**src/rtl/univ_shift_reg_if.sv**
```systemverilog
// Command/data bundle for univ_shift_reg: start/busy/done handshake plus
// parallel and serial data paths.
interface univ_shift_reg_if #(
    parameter int WIDTH = 8,
    parameter int CNT_W = 4
);
    logic             start;
    logic [2:0]       mode;
    logic [CNT_W-1:0] count;
    logic [WIDTH-1:0] D;
    logic             sin_l;
    logic             sin_r;
    logic [WIDTH-1:0] Q;
    logic             sout_l;
    logic             sout_r;
    logic             busy;
    logic             done;

    modport master (
        output start, mode, count, D, sin_l, sin_r,
        input  Q, sout_l, sout_r, busy, done
    );

    modport slave (
        input  start, mode, count, D, sin_l, sin_r,
        output Q, sout_l, sout_r, busy, done
    );
endinterface

```
**src/rtl/univ_shift_reg.sv**
```systemverilog
// Universal shift register: parallel load/clear plus multi-cycle shift and
// rotate bursts driven by a start/busy/done handshake.
//
//   state | meaning
//   ------+-----------------------------------------------------------
//   IDLE  | waiting for start; single-cycle commands complete here
//   RUN   | one shift of the latched mode per edge until remaining=0
module univ_shift_reg #(
    parameter int WIDTH = 8,
    parameter int CNT_W = 4
) (
    input  logic               clk,
    input  logic               reset,
    univ_shift_reg_if.slave    bus
);
    localparam logic [2:0] M_HOLD  = 3'b000;
    localparam logic [2:0] M_LOAD  = 3'b001;
    localparam logic [2:0] M_SHL   = 3'b010;
    localparam logic [2:0] M_SHR   = 3'b011;
    localparam logic [2:0] M_ROTL  = 3'b100;
    localparam logic [2:0] M_ROTR  = 3'b101;
    localparam logic [2:0] M_ASR   = 3'b110;
    localparam logic [2:0] M_CLEAR = 3'b111;

    typedef enum logic {
        IDLE = 1'b0,
        RUN  = 1'b1
    } state_t;

    state_t           state;
    logic [2:0]       mode_q;
    logic [CNT_W-1:0] remaining;
    logic [WIDTH-1:0] q_r;
    logic [WIDTH-1:0] shifted;
    logic             busy_r;
    logic             done_r;

    // Serial inputs are taken live so a stream can be fed during a burst.
    always_comb begin
        shifted = q_r;
        case (mode_q)
            M_SHL:   shifted = {q_r[WIDTH-2:0], bus.sin_r};
            M_SHR:   shifted = {bus.sin_l, q_r[WIDTH-1:1]};
            M_ROTL:  shifted = {q_r[WIDTH-2:0], q_r[WIDTH-1]};
            M_ROTR:  shifted = {q_r[0], q_r[WIDTH-1:1]};
            M_ASR:   shifted = {q_r[WIDTH-1], q_r[WIDTH-1:1]};
            default: shifted = q_r;
        endcase
    end

    always_ff @(posedge clk) begin
        if (!reset) begin
            state     <= IDLE;
            mode_q    <= M_HOLD;
            remaining <= '0;
            q_r       <= '0;
            busy_r    <= 1'b0;
            done_r    <= 1'b0;
        end else begin
            case (state)
                IDLE: begin
                    done_r <= 1'b0;
                    if (bus.start) begin
                        mode_q <= bus.mode;
                        case (bus.mode)
                            M_HOLD:  done_r <= 1'b1;
                            M_LOAD: begin
                                q_r    <= bus.D;
                                done_r <= 1'b1;
                            end
                            M_CLEAR: begin
                                q_r    <= '0;
                                done_r <= 1'b1;
                            end
                            default: begin
                                if (bus.count == '0) begin
                                    done_r <= 1'b1;
                                end else begin
                                    state     <= RUN;
                                    busy_r    <= 1'b1;
                                    remaining <= bus.count;
                                end
                            end
                        endcase
                    end
                end
                RUN: begin
                    q_r       <= shifted;
                    remaining <= remaining - CNT_W'(1);
                    if (remaining == CNT_W'(1)) begin
                        state  <= IDLE;
                        busy_r <= 1'b0;
                        done_r <= 1'b1;
                    end
                end
                default: state <= IDLE;
            endcase
        end
    end

    assign bus.Q      = q_r;
    assign bus.busy   = busy_r;
    assign bus.done   = done_r;
    assign bus.sout_l = q_r[WIDTH-1];
    assign bus.sout_r = q_r[0];
endmodule
```
**src/flat_wrapper.sv**
```systemverilog
// flat-port wrapper written by rule: the top's interface ports become plain ports
module univ_shift_reg_flat 
#(
    parameter int WIDTH = 8,
    parameter int CNT_W = 4
)
  (clk, reset, bus_start, bus_mode, bus_count, bus_D, bus_sin_l, bus_sin_r, bus_Q, bus_sout_l, bus_sout_r, bus_busy, bus_done);
  univ_shift_reg_if #(.WIDTH(WIDTH), .CNT_W(CNT_W)) bus_i ();
  input  logic clk;
  input  logic reset;
  input wire logic [$bits(bus_i.start)-1:0] bus_start;
  input wire logic [$bits(bus_i.mode)-1:0] bus_mode;
  input wire logic [$bits(bus_i.count)-1:0] bus_count;
  input wire logic [$bits(bus_i.D)-1:0] bus_D;
  input wire logic [$bits(bus_i.sin_l)-1:0] bus_sin_l;
  input wire logic [$bits(bus_i.sin_r)-1:0] bus_sin_r;
  output wire logic [$bits(bus_i.Q)-1:0] bus_Q;
  output wire logic [$bits(bus_i.sout_l)-1:0] bus_sout_l;
  output wire logic [$bits(bus_i.sout_r)-1:0] bus_sout_r;
  output wire logic [$bits(bus_i.busy)-1:0] bus_busy;
  output wire logic [$bits(bus_i.done)-1:0] bus_done;
  assign bus_i.start = bus_start;
  assign bus_i.mode = bus_mode;
  assign bus_i.count = bus_count;
  assign bus_i.D = bus_D;
  assign bus_i.sin_l = bus_sin_l;
  assign bus_i.sin_r = bus_sin_r;
  assign bus_Q = bus_i.Q;
  assign bus_sout_l = bus_i.sout_l;
  assign bus_sout_r = bus_i.sout_r;
  assign bus_busy = bus_i.busy;
  assign bus_done = bus_i.done;
  univ_shift_reg #(.WIDTH(WIDTH), .CNT_W(CNT_W)) u_core (.clk(clk), .reset(reset), .bus(bus_i));
endmodule
```
**config.mk**
```make
export PLATFORM = sky130hd
export DESIGN_NAME = univ_shift_reg_flat
export DESIGN_NICKNAME = d
export VERILOG_FILES = /design/src/rtl/univ_shift_reg_if.sv /design/src/rtl/univ_shift_reg.sv /design/src/flat_wrapper.sv
export SDC_FILE = /design/constraint.sdc
export NUM_CORES = 1
export LEC_CHECK = 0
export ABC_AREA = 1
export CORE_MARGIN = 10
export CORE_UTILIZATION = 45
export CTS_CLUSTER_SIZE = 8
export DETAILED_ROUTE_END_ITERATION = 10
export DONT_BUFFER_PORTS = 1
export MAX_ROUTING_LAYER = met4
export PLACE_DENSITY = 0.69
export SLEW_MARGIN = 20
export SYNTH_ARGS = -nofsm -noshare
export SYNTH_HDL_FRONTEND = slang
export SYNTH_SLANG_ARGS = --single-unit
```
**constraint.sdc**
```tcl
create_clock -name clk -period 2.45 [get_ports clk]
set_input_delay 0.3675 -clock clk [delete_from_list [all_inputs] [get_ports clk]]
set_output_delay 0.3675 -clock clk [all_outputs]
set_load 0.03 [all_outputs]
```
Yosys cells after proc, flatten, opt, wreduce, memory -nomap -nowiden --
Cells that the tools add are included.
Word-level totals: output and inout bits 12, flip-flop bits (word level) 18, input bits 20, word-level logic and storage cells 56
Cells by class: bitwise gates (word level) 1, mux-type cells 23, reductions and logical operators 8, $add $sub $neg 1, equality and inequality tests 16
Operator list (number):
- $pmux 8 s5 | 1
- $pmux 8 s2 | 2
- $eq 3x3->1 const B | 4
- $mux 1 | 12
- $mux 4 | 3
- $ne 2x2->1 const B | 5
- $mux 8 | 1
- $pmux 4 s2 | 1
- $reduce_and 4->1 | 2
- $eq 3x2->1 const B | 2
- $ne 6x6->1 const B | 1
- $pmux 1 s2 | 3
- $reduce_and 3->1 | 2
- $ne 5x5->1 const B | 1
- $eq 4x1->1 const B | 1
- $logic_not 4->1 | 1
- $sub 4x1->4 const B | 1
- $eq 3x1->1 const B | 1
- $logic_not 3->1 | 1
- $ne 3x3->1 const B | 1
- $reduce_or 3->1 | 1
- $reduce_and 2->1 | 1
- $not 1->1 | 1

Longest topological paths before layout --
depth in word-level cells 5, depth in mapped cells 10, depth with buffers taken out 9

Worst setup path before layout --
OpenSTA, ideal clock, no wires.
path type input -> register, start in bus_mode[2], end reg u_core.q_r[1], in the netlist u_core.bus.Q[1], stages 10, slack 1.238 ns, buffers on the path 1, library setup time 0.066 ns, required time 2.384 ns, arrival 1.146 ns, path through inv_1 -> nand2_1 -> nand2_1 -> nand2_1 -> nand2_1 -> o21ai_4 -> buf_6 -> nand2_1 -> nand2_1 -> a21oi_2
Between the ends: cells in the longest elaborated chain, start to end 4, elaborated cells on any way between the ends 7
RTL lines:
- from (decl) | RTL line flat_wrapper.sv:12 | input wire logic [$bits(bus_i.mode)-1:0] bus_mode;
- $eq 3x3->1 / $eq 3x1->1 (equally long branches) | RTL line univ_shift_reg.sv:65 | case (bus.mode)
- $pmux 8 s2 | RTL line univ_shift_reg.sv:65
- $mux 8 | RTL line univ_shift_reg.sv:63 | if (bus.start) begin
- $pmux 8 s2 | RTL line univ_shift_reg.sv:60 | case (state)
- to (signal assigned) | RTL line univ_shift_reg.sv:68 | q_r <= bus.D;
- to (signal assigned) | RTL line univ_shift_reg.sv:88 | q_r <= shifted;
- to (decl) | RTL line univ_shift_reg.sv:33 | logic [WIDTH-1:0] q_r;
Parallel ways exist; a longest one is shown, timed or not. The select of a mux whose other input is x is not followed. A chain may end at the register's enable or synchronous reset.

Worst setup path in the final report --
start reg u_core.state, end reg u_core.q_r[5], in the netlist u_core.bus.Q[5]
Between the ends: cells in the longest elaborated chain, start to end 3, elaborated cells on any way between the ends 6
RTL lines:
- from (decl) | RTL line univ_shift_reg.sv:30 | state_t state;
- from (signal assigned) | RTL line univ_shift_reg.sv:53 | state <= IDLE;
- from (signal assigned) | RTL line univ_shift_reg.sv:79 | state <= RUN;
- from (signal assigned) | RTL line univ_shift_reg.sv:91 | state <= IDLE;
- $not 1->1 (no line)
- $ne 3x3->1 (no line) / $ne 2x2->1 (equally long branches)
- $reduce_and 3->1 (no line)
Parallel ways exist; a longest one is shown, timed or not.

==> results.yml <==
routing:
  dr.pass1.iters: 5
  routedWlPerCell_um: 14.23
  drc_errors: 0
  wirelength_um: 3073
  antenna_left: 0
  vias_per_cell: 5.500
  vias: 1188
  drt_iter0_drc: 93
critical_path:
  critPathLaunchType: "register"
  cp.required_ns: 2.69
  ff2ff_path_depth: 6
  cp.arrival_ns: 1.79
  end_kind: "register"
  cp_max_fo: 20
  critical_path_class: "reg2reg"
worst_hold_path:
  hold_class: "in2reg"
  hold_path_depth: 2
yosys:
  synth_top_area_frac: 0.2942
  synth_seq_area_share: 0.2942
  synth_fp_nets: 213
  synth.distinct_cells: 24
  synth-seq-cells: 18
  syn_area_um2: 1225
  synthCells: 191
  ys.flop_type: "dfxtp_1"
  synthTopCellsByCount: "nand2_1, inv_1, dfxtp_1, nand3_1, nor2_1"
  yosysMostFrequentCell: "nand2_1"
  synth_area_leaders: "dfxtp_1, nand2_1, inv_1"
  synth_area_leader_cell: "dfxtp_1"
  ys_async_sr_fraction: 0
  synth_edf_count: 0
  yosys_warnings: 0
  synth.avg_cell_area_um2: 6.413
layout:
  area_growth_syn_to_layout_pct: 0.8168
  regArea_um2: 360.3
  num_antenna_cells: 0
  fillers: 272
  stdcell_count: 216
  fin_nets: 209
  stdcell_area_um2: 1235
  drive_gt1_frac: 0.1452
  multi_input_area_um2: 691.9
place:
  placed_cells: 212
  port_buffers: 0
  dp_hpwl_um: 2440
  place_area_um2: 1199
  gp_congestion: 0.8722
timing:
  post-route-period-util: 0.6326
  tns_ns: 0
  period_minus_slack_ns: 1.550
  setup_viol: 0
  final_max_slew_viol_count: 0
  hold_violations: 0
  fmax_ghz: 0.6452
  timing.hold.ws_ns: 0.1861
  worstMarginPinSlew_ns: 0.7118
  rsz0062_at_grt: "false"
  relSlewSlack: 0.5248
  clock_skew_ns: 0.0004451
clock_network:
  clk_latency_ns: 0.30
  cts_buffer_depth: 2
  cts_resized: 0
  cts_setup_buffers: 0
  cts_inserted_buffers: 3
  cts_tree: "yes"
  htreeDepth: 1
  clkSinkCount: 18
  cts_root_buf: "clkbuf_4"
  ctsHoldBuffers: 0
  path_clk_slew_ns: 0.11
floorplan:
  pin_count: 32
  rows: 18
  die_w_um: 72.18
  dieHeight_um: 72.18
  die_area_um2: 5209
  core_um2: 2545
  start_util: 0.4813
flow_run:
  drv_cap: 0
power:
  p_per_area_nw_per_um2: 628.1
  ir_drop_v: 0.0003098
  power.leakage_nw: 0.5879
  power_w: 0.0007757
grt:
  grt_pass1_wl_um: 5257
  grtUsageTotal: 0.1252
  grt_pass1_vias: 1175
  grt_max_degree: 21
  antenna_found_initial: 0
  grt_remaining_overflow: 0
outcome:
  status: "completed"
==> state kept, by name, indices dropped and copies added (netlist names) <==
signal,flops
u_core.bus.Q,8
u_core.bus.done,1
u_core.bus.busy,1
u_core.mode_q,3
u_core.remaining,4
u_core.state,1
==> area by class of cell <==
type,instances,share of cell area
multi-input combinational,135,0.5603
sequential,18,0.2918
inverter,29,0.08815
tap,30,0.03040
clock buffer,4,0.02938
==> routing by layer <==
layer,wire [um],part of all wire,GRT usage,vias up
met5,0,0,-,-
met4,38,0.012,0.04731,0
met3,213,0.069,0.03401,7
met2,1638,0.53,0.2157,40
met1,1183,0.38,0.1330,542
li1,-,-,-,599
==> where the power goes <==
group          internal (W)  switching [W]  total, W
clock             0.0000907       0.000100  0.000191
sequential         0.000323      0.0000784  0.000402
combinational     0.0000663       0.000117  0.000183
total              0.000480       0.000295  0.000776
==> placed cells by master, fill, tap and decap left out <==
cell type,count
a21oi_1,9
xor2_1,1
o211a_1,1
nor2_2,9
dfxtp_1,18
a21oi_2,7
nand4_1,6
ha_1,2
o21ai_1,6
inv_1,26
nand2_2,1
clkbuf_8,1
a21boi_0,1
inv_2,3
o21ai_0,7
o211ai_1,1
nand3_2,2
clkbuf_4,3
nand2_1,49
nand3_1,17
nor2_1,15
o21ai_4,1
==> critical path, cell delays in order (launching register included) <==
cell and delay, ns:
dfxtp_1 0.60, inv_2 0.25, nand2_1 0.21, o21ai_4 0.16
nand2_1 0.10, nand2_1 0.07, a21oi_2 0.10
==> worst paths after layout <==
kind	from	endpoint	slack, ns
hold / removal	reset	u_core.bus.Q[3]	0.19
setup / recovery	u_core.state	u_core.bus.Q[5]	0.90
hold reg to reg	u_core.remaining[1]	u_core.remaining[1]	0.51
setup reg to reg	u_core.state	u_core.bus.Q[5]	0.90
==> per-stage QoR <==
| step | util | setup slack [ns] |
|---|---|---|
| floorplan | - | 1.238 |
| global placement | 0.4710 | 0.9640 |
| detailed placement | 0.4710 | 0.8874 |
| CTS | 0.4853 | 0.8974 |
| global route | 0.4853 | 0.7686 |
| finish | 0.4853 | 0.9002 |
==> logic make-up after synthesis <==
family	after synthesis	synth area share
and+or+nand+nor	99	0.3636
xor gates and xnor gates	1	0.007151
buffers and inverters	38	0.1409
AOI/OAI and AO/OA	33	0.1737
adders and majority gates	2	0.02043
DFF	18	0.2942
Power figures use the tool's default switching activity.
